## src/rtl/serial_adder_n.sv

```systemverilog
// Multi-cycle adder/subtractor: one DIGIT-bit slice plus a carry flop walks the
// operands LSB-first, WIDTH/DIGIT steps per operation, under start/busy/done.
module serial_adder_n #(
    parameter int WIDTH = 8,
    parameter int DIGIT = 1
) (
    input  logic             clk,
    input  logic             reset_p,
    input  logic             start,
    input  logic             sub,
    input  logic [WIDTH-1:0] a,
    input  logic [WIDTH-1:0] b,
    output logic [WIDTH-1:0] sum,
    output logic             carry,
    output logic             overflow,
    output logic             busy,
    output logic             done
);
    localparam int N  = WIDTH / DIGIT;
    localparam int CW = (N > 1) ? $clog2(N) : 1;
    localparam int DW = DIGIT + 1;
    localparam logic [CW-1:0] LAST = CW'(N - 1);

    if (WIDTH < 2 || (WIDTH % DIGIT) != 0) begin : g_bad_params
        $error("serial_adder_n: WIDTH must be >= 2 and a multiple of DIGIT");
    end

    typedef enum logic [1:0] {IDLE, RUN, DONE} state_t;

    state_t           state_q, state_d;
    logic [WIDTH-1:0] sa_q, sa_d, sb_q, sb_d, sr_q, sr_d;
    logic [WIDTH-1:0] sum_q, sum_d;
    logic [CW-1:0]    cnt_q, cnt_d;
    logic             cff_q, cff_d;
    logic             a_msb_q, a_msb_d, b_msb_q, b_msb_d;
    logic             carry_q, carry_d, ovf_q, ovf_d;
    logic             busy_q, busy_d, done_q, done_d;
    logic [DW-1:0]    slice;

    always_comb begin
        slice   = {1'b0, sa_q[DIGIT-1:0]} + {1'b0, sb_q[DIGIT-1:0]} + DW'(cff_q);
        state_d = state_q;
        sa_d    = sa_q;
        sb_d    = sb_q;
        sr_d    = sr_q;
        cff_d   = cff_q;
        cnt_d   = cnt_q;
        a_msb_d = a_msb_q;
        b_msb_d = b_msb_q;
        sum_d   = sum_q;
        carry_d = carry_q;
        ovf_d   = ovf_q;
        case (state_q)
            RUN: begin
                sa_d  = sa_q >> DIGIT;
                sb_d  = sb_q >> DIGIT;
                // new digit enters at the top; after N steps SR holds the full result
                sr_d  = (sr_q >> DIGIT) | (WIDTH'(slice[DIGIT-1:0]) << (WIDTH - DIGIT));
                cff_d = slice[DIGIT];
                cnt_d = cnt_q + CW'(1);
                if (cnt_q == LAST) begin
                    state_d = DONE;
                    sum_d   = sr_d;
                    carry_d = slice[DIGIT];
                    ovf_d   = (a_msb_q == b_msb_q) && (sr_d[WIDTH-1] != a_msb_q);
                end
            end
            default: begin
                state_d = IDLE;
                if (start) begin
                    // subtraction as A + ~B + 1: the +1 rides in on the carry flop
                    state_d = RUN;
                    sa_d    = a;
                    sb_d    = sub ? ~b : b;
                    cff_d   = sub;
                    cnt_d   = '0;
                    a_msb_d = a[WIDTH-1];
                    b_msb_d = sub ? ~b[WIDTH-1] : b[WIDTH-1];
                end
            end
        endcase
        busy_d = (state_d == RUN);
        done_d = (state_d == DONE);
    end

    always_ff @(posedge clk) begin
        if (reset_p) begin
            state_q <= IDLE;
            sa_q    <= '0;
            sb_q    <= '0;
            sr_q    <= '0;
            cff_q   <= 1'b0;
            cnt_q   <= '0;
            a_msb_q <= 1'b0;
            b_msb_q <= 1'b0;
            sum_q   <= '0;
            carry_q <= 1'b0;
            ovf_q   <= 1'b0;
            busy_q  <= 1'b0;
            done_q  <= 1'b0;
        end else begin
            state_q <= state_d;
            sa_q    <= sa_d;
            sb_q    <= sb_d;
            sr_q    <= sr_d;
            cff_q   <= cff_d;
            cnt_q   <= cnt_d;
            a_msb_q <= a_msb_d;
            b_msb_q <= b_msb_d;
            sum_q   <= sum_d;
            carry_q <= carry_d;
            ovf_q   <= ovf_d;
            busy_q  <= busy_d;
            done_q  <= done_d;
        end
    end

    assign sum      = sum_q;
    assign carry    = carry_q;
    assign overflow = ovf_q;
    assign busy     = busy_q;
    assign done     = done_q;
endmodule

```

## config.mk

```make
export PLATFORM = sky130hd
export DESIGN_NAME = serial_adder_n
export DESIGN_NICKNAME = d
export VERILOG_FILES = /design/src/rtl/serial_adder_n.sv
export SDC_FILE = /design/constraint.sdc
export NUM_CORES = 1
export LEC_CHECK = 0
export ABC_AREA = 1
export CAP_MARGIN = 20
export CORE_AREA = 5 5 70 72
export DETAILED_ROUTE_END_ITERATION = 16
export DIE_AREA = 0 0 75 77
export GPL_ROUTABILITY_DRIVEN = 0
export PLACE_DENSITY = 0.74
export SETUP_SLACK_MARGIN = 0.2
export SLEW_MARGIN = 20
export SYNTH_ARGS = -nofsm -noshare
export SYNTH_HDL_FRONTEND = slang
export SYNTH_SLANG_ARGS = --single-unit
```

## constraint.sdc

```tcl
create_clock -name clk -period 1.9 [get_ports clk]
set_clock_uncertainty 0.05 [all_clocks]
set_input_delay 0.475 -clock clk [delete_from_list [all_inputs] [get_ports clk]]
set_output_delay 0.475 -clock clk [all_outputs]
set_load 0.1 [all_outputs]
```

==> results.txt, run 1 <==
Outcome - completed
I/O pin count - 32
Register area share after synthesis - 46.1%
Wire length of the first global-routing pass - 6100 um
Crit-path max cell delay - 0.40 ns
Met1 Usage GRT - 16.8%
Relative slew slack - 73.3%
Most frequent cells in the layout - nand2_1 (65), dfxtp_1 (43), nor2_1 (39)
Clk buf depth - 2
Cell Area, Synth - 0.00187 mm^2
Drt pass-1 iters - 4
Min-delay src - sr_q[1]
Die W - 75 um
Initial antenna violation count - 0
Layout cell share with drive strength beyond 1 - 14.9%
Clk sinks - 43
Slew @ Worst Pin - 0.399 ns
Setup TNS after final layout - 0 ns
Placed insts - 325
Worst-path cell chain - buf_12
Post-CTS Setup Bufs - 0
Period utilization - 74.0%
Synth warn - 0
Post-CTS Resized - 0
Post-Route Utilization - 57.6%
Fillers - 372
RR Startpoint - state_q[0]
Storage element area - 861 um^2
IO Port Bufs - 31
Via count - 1,581
Routed length per instance - 10.4 um
Met3 Use GR - 3.92%
Fin cells - 333
Final ANT Viol Nets - 0
R2R depth - 7
Worst slack, placed - 0.223 ns
Worst min path class - reg2reg
Row cnt - 24
Worst EP arrival - 0.88 ns
Worst-Skew Late Latency - 0.29 ns
Hold-fix buffers at CTS - 0
Final min period - 1.41 ns
Die ar. - 0.00578 mm^2
Met2 Track Usage GR - 20.6%
Worst-path maximum fanout - 2
CTS H-tree lvls - 2
R2r setup slk - 0.51 ns
Worst reg2reg endpoint - sa_q[6]
CTS clk-pin slew, worst paths - 0.08 ns
Leakage - 1.11 nW
Area of the multi-input gates - 843 um^2
Post-Route WL - 3480 um
Total track usage - 13.2%
Top Usage Layer GRT - met2
Most common cell after layout, fill and taps aside - nand2_1
Ant. Diodes - 0
Max_cap viols - 0
Area delta synth->final - 30.5%
Final setup violating endpoints - 0
Crit path buf inv count - 1
Post-Syn Nets - 270
CP top delay family - flip-flops
Critical Path RT - 1.37 ns
Final slew viol count - 0
Leading area contributor after synthesis - dfxtp_1
Core area - 0.00423 mm^2
DRC violations left - 0
Yosys reg bits - 43
RSZ-0062 raised after global routing - false
Largest net degree at the start of global routing - 19
Root Buffer - clkbuf_8
Vias per cell - 4.75
1st-iter DRT viols - 112
Half-perimeter wire length after placement - 2570 um
Hold EP - sum[0]
Crit Path Category - reg2out
VDD IR max - 0.505 mV
Setup WS post-layout - 0.495 ns
Hold path depth - 2
Starting density of the core - 44.1%
Nets - 303
Max Clock Freq - 712 MHz
Top cells by area, synth - dfxtp_1 (46%), nand2_1 (13%), nand3_1 (8.6%)
Syn Area/Cell - 7.56 um^2
CP startpoint kind - flop
Post-synth top area share - 46.1%
Hold violation count in the final report - 0
Crit end category - primary output
Vias in the first global route - 1,463
Slowest CP cell - dfxtp_1
Post-synthesis cell count - 247
Gr ovfl total - 0
Cell variety after synth - 25
Die Ht - 77 um
Num CTS Buffers - 5
CTS tree - built
PwrDens - 787 mW/mm^2
## synth_stat cells (all sizes together)
library cell	n
a21boi	1
a21oi	6
buf	11
clkbuf	1
clkinv	1
dfxtp	43
fa	1
ha	2
inv	17
nand2	69
nand3	33
nor2	41
o21ai	13
xnor2	7
xor2	1
## sequential cells by signal (all words and copies together) (netlist names)
| name | cells |
|---|---|
| sr_q | 7 |
| cnt_q | 3 |
| a_msb_q | 1 |
| busy | 1 |
| carry | 1 |
| sum | 8 |
| done | 1 |
| b_msb_q | 1 |
| sa_q | 8 |
| cff_q | 1 |
| sb_q | 8 |
| state_q | 2 |
| overflow | 1 |
## layer usage
metal	up-vias	routed length, um
li1	841	-
met1	694	1560
met2	40	1640
met3	6	219
met4	0	59
met5	-	0
## logic make-up (layout without fill, tap and decap cells)
family | Yosys count | after routing | synth area share, %
simple gates | 143 | 143 | 32.7
flops | 43 | 43 | 46.1
buf+inv | 30 | 64 | 8.77
compound gates | 20 | 20 | 6.30
xor+xnor | 8 | 8 | 3.75
fa+ha+maj | 3 | 3 | 2.41
## cell type report
class,instances,area share [%]
clock inverter,3,1.80
clock buffer,5,2.82
multi-input combinational,174,34.6
timing repair buffer,38,19.8
inverter,18,2.98
sequential,43,35.3
tap,52,2.67
## power breakdown
group          leakage [nW]  internal, mW  switching [mW]
registers             0.352         0.945          0.0275
clock network        0.0581         0.391           0.309
logic                 0.698         0.110           0.135
## how the worst max path moves through the flow
stage / start / end / slack [ns] / cells past startpoint
CTS: sum[7] / sum[7] / 0.48 / 1
floorplan: carry / carry / 0.45 / 0
global route: state_q[0] / sa_q[3] / 0.35 / 7
global placement: start / cnt_q[1] / 0.24 / 5
detailed placement: start / cnt_q[1] / 0.22 / 5
finish: sum[7] / sum[7] / 0.49 / 1
## metrics by stage
stage	instance area (um^2)	hold slack [ns]	power [mW]
global route	2440	0.421	2.01
floorplan	1870	0.377	1.16
global placement	2320	0.396	1.23
CTS	2440	0.409	1.94
finish	2440	0.407	1.92
detailed placement	2320	0.398	1.24
(Power assumes the default switching activity.)
==> inputs of run 2 (changes only) <==
clock period = 1.4 ns   (was 1.9 ns; I/O delays follow)
==> run 2 against run 1 <==
Against the previous run:
- sequential cell count unchanged
- via count increased by 8.2%
- final cell count rose by 4.5%
- count of clock-buffer cells in the layout rose by 1
- sequential power increased by 37%
- sequential share of layout area shrank 3.9 points
==> results.txt, run 2 (synthesis gave the netlist of run 1 again) <==
Crit Path Category - reg2reg
Worst-path maximum fanout - 4
Worst min path class - reg2reg
Nets - 318
Placed insts - 328
Vias per cell - 4.91
Most common cell after layout, fill and taps aside - nand2_1
Final setup violating endpoints - 0
PwrDens - 993 mW/mm^2
Layout cell share with drive strength beyond 1 - 33.1%
VDD IR max - 0.576 mV
Outcome - completed
Worst EP arrival - 1.49 ns
Relative slew slack - 82.0%
Period utilization - 92.6%
Most frequent cells in the layout - nand2_1 (52), nor2_1 (38), nand3_1 (31)
Clk sinks - 43
Num CTS Buffers - 5
Clk buf depth - 2
Hold violation count in the final report - 0
Ant. Diodes - 0
Sequential power share - 47.4%
Largest net degree at the start of global routing - 18
R2R depth - 5
Final ANT Viol Nets - 0
Crit path buf inv count - 1
CTS H-tree lvls - 2
Sw Pwr - 0.703 mW
Vias in the first global route - 1,638
Die W - 75 um
CTS clk-pin slew, worst paths - 0.08 ns
Post-Route WL - 4250 um
Sw Share - 25.1%
Root Buffer - clkbuf_8
I/O pin count - 32
P_int - 2.09 mW
Min-delay src - sr_q[1]
Final slew viol count - 0
Half-perimeter wire length after placement - 2650 um
CP startpoint kind - flop
Wire length of the first global-routing pass - 6730 um
Hold EP - sum[0]
Area of the multi-input gates - 962 um^2
Critical Path RT - 1.59 ns
CTS tree - built
Hold path depth - 2
Storage element area - 885 um^2
Max_cap viols - 0
Initial antenna violation count - 0
DRC violations left - 0
Combinational share of power - 16.7%
Die Ht - 77 um
Drt pass-1 iters - 4
RSZ-0062 raised after global routing - true
Worst slack, placed - -0.166 ns
Final Power - 2.80 mW
Fillers - 327
Gr ovfl total - 0
Hold-fix buffers at CTS - 0
Starting density of the core - 44.1%
Slowest CP cell - fa_1
Total track usage - 14.7%
Core area - 0.00423 mm^2
Row cnt - 24
CP top delay family - adder cells
R2r setup slk - 0.10 ns
Area delta synth->final - 50.8%
Max Clock Freq - 771 MHz
Die ar. - 0.00578 mm^2
Worst reg2reg endpoint - overflow
Worst-Skew Late Latency - 0.30 ns
Setup WS post-layout - 0.104 ns
Via count - 1,710
RR Startpoint - cff_q
1st-iter DRT viols - 97
Launch point of the worst path - cff_q
Crit end category - flop
Worst-path cell chain - fa_1, inv_2, o21ai_1, nand3_1, nand2_1
Leakage - 1.28 nW
Crit-path max cell delay - 0.54 ns
Slew @ Worst Pin - 0.270 ns
Final min period - 1.30 ns
Routed length per instance - 12.2 um
Fin cells - 348
Clock power frac - 35.9%
IO Port Bufs - 31
[run 2: worst reg2reg max path, delay by kind of cell (launching register included)]
family,cells,cell delay [ns]
fa+ha+maj,1,0.54
flops,1,0.33
simple gates,2,0.13
compound gates,1,0.12
buf+inv,1,0.06
[run 2: how the worst max path moves through the flow]
stage | endpoint | slack (ns) | depth (start not counted)
global route | overflow | 0.02 | 5
floorplan | overflow | 0.16 | 6
finish | overflow | 0.10 | 5
CTS | overflow | 0.1 | 5
detailed placement | cnt_q[2] | -0.17 | 5
global placement | cnt_q[2] | -0.11 | 5
[run 2: power by group through the flow]
stage | sequential (mW) | clock, mW | combinational [mW]
final | 1.33 | 1.00 | 0.467
after global placement | 1.35 | 0 | 0.346
after global routing | 1.33 | 1.08 | 0.511
after CTS | 1.32 | 1.01 | 0.380
after detailed placement | 1.35 | 0 | 0.355
after floorplan | 1.35 | 0 | 0.229
[run 2: through the flow]
step	area [um^2]	setup TNS, ns	hold WS [ns]	util (%)
after global routing	2820	0	0.416	66.5
final	2820	0	0.405	66.5
after CTS	2580	0	0.401	61.0
after global placement	2380	-2.06	0.388	56.2
after floorplan	1890	0	0.373	-
after detailed placement	2380	-3.10	0.391	56.2
[run 2: cell type report]
class	count	share of cell area, %
repair inverters	1	0.267
flip-flops and latches	43	31.4
multi-input cells	174	34.2
inverters	18	2.75
repair buffers	52	24.9
clock buffers	6	2.93
well taps	52	2.31
clock inverters	2	1.24
[run 2: repair_timing]
item                       CTS  global route
pin swaps                    0            21
setup buffers                2             6
hold endpoints to repair     0             0
gates cloned                 1             3
setup endpoints to repair   29            40
gates resized for setup     16            37
[run 2: routing by layer]
metal  part of all wire (%)  GRT usage (%)
met3                    5.3           3.40
met2                     51           24.9
met5                      0              0
met1                     42           17.2
met4                    1.6           6.23
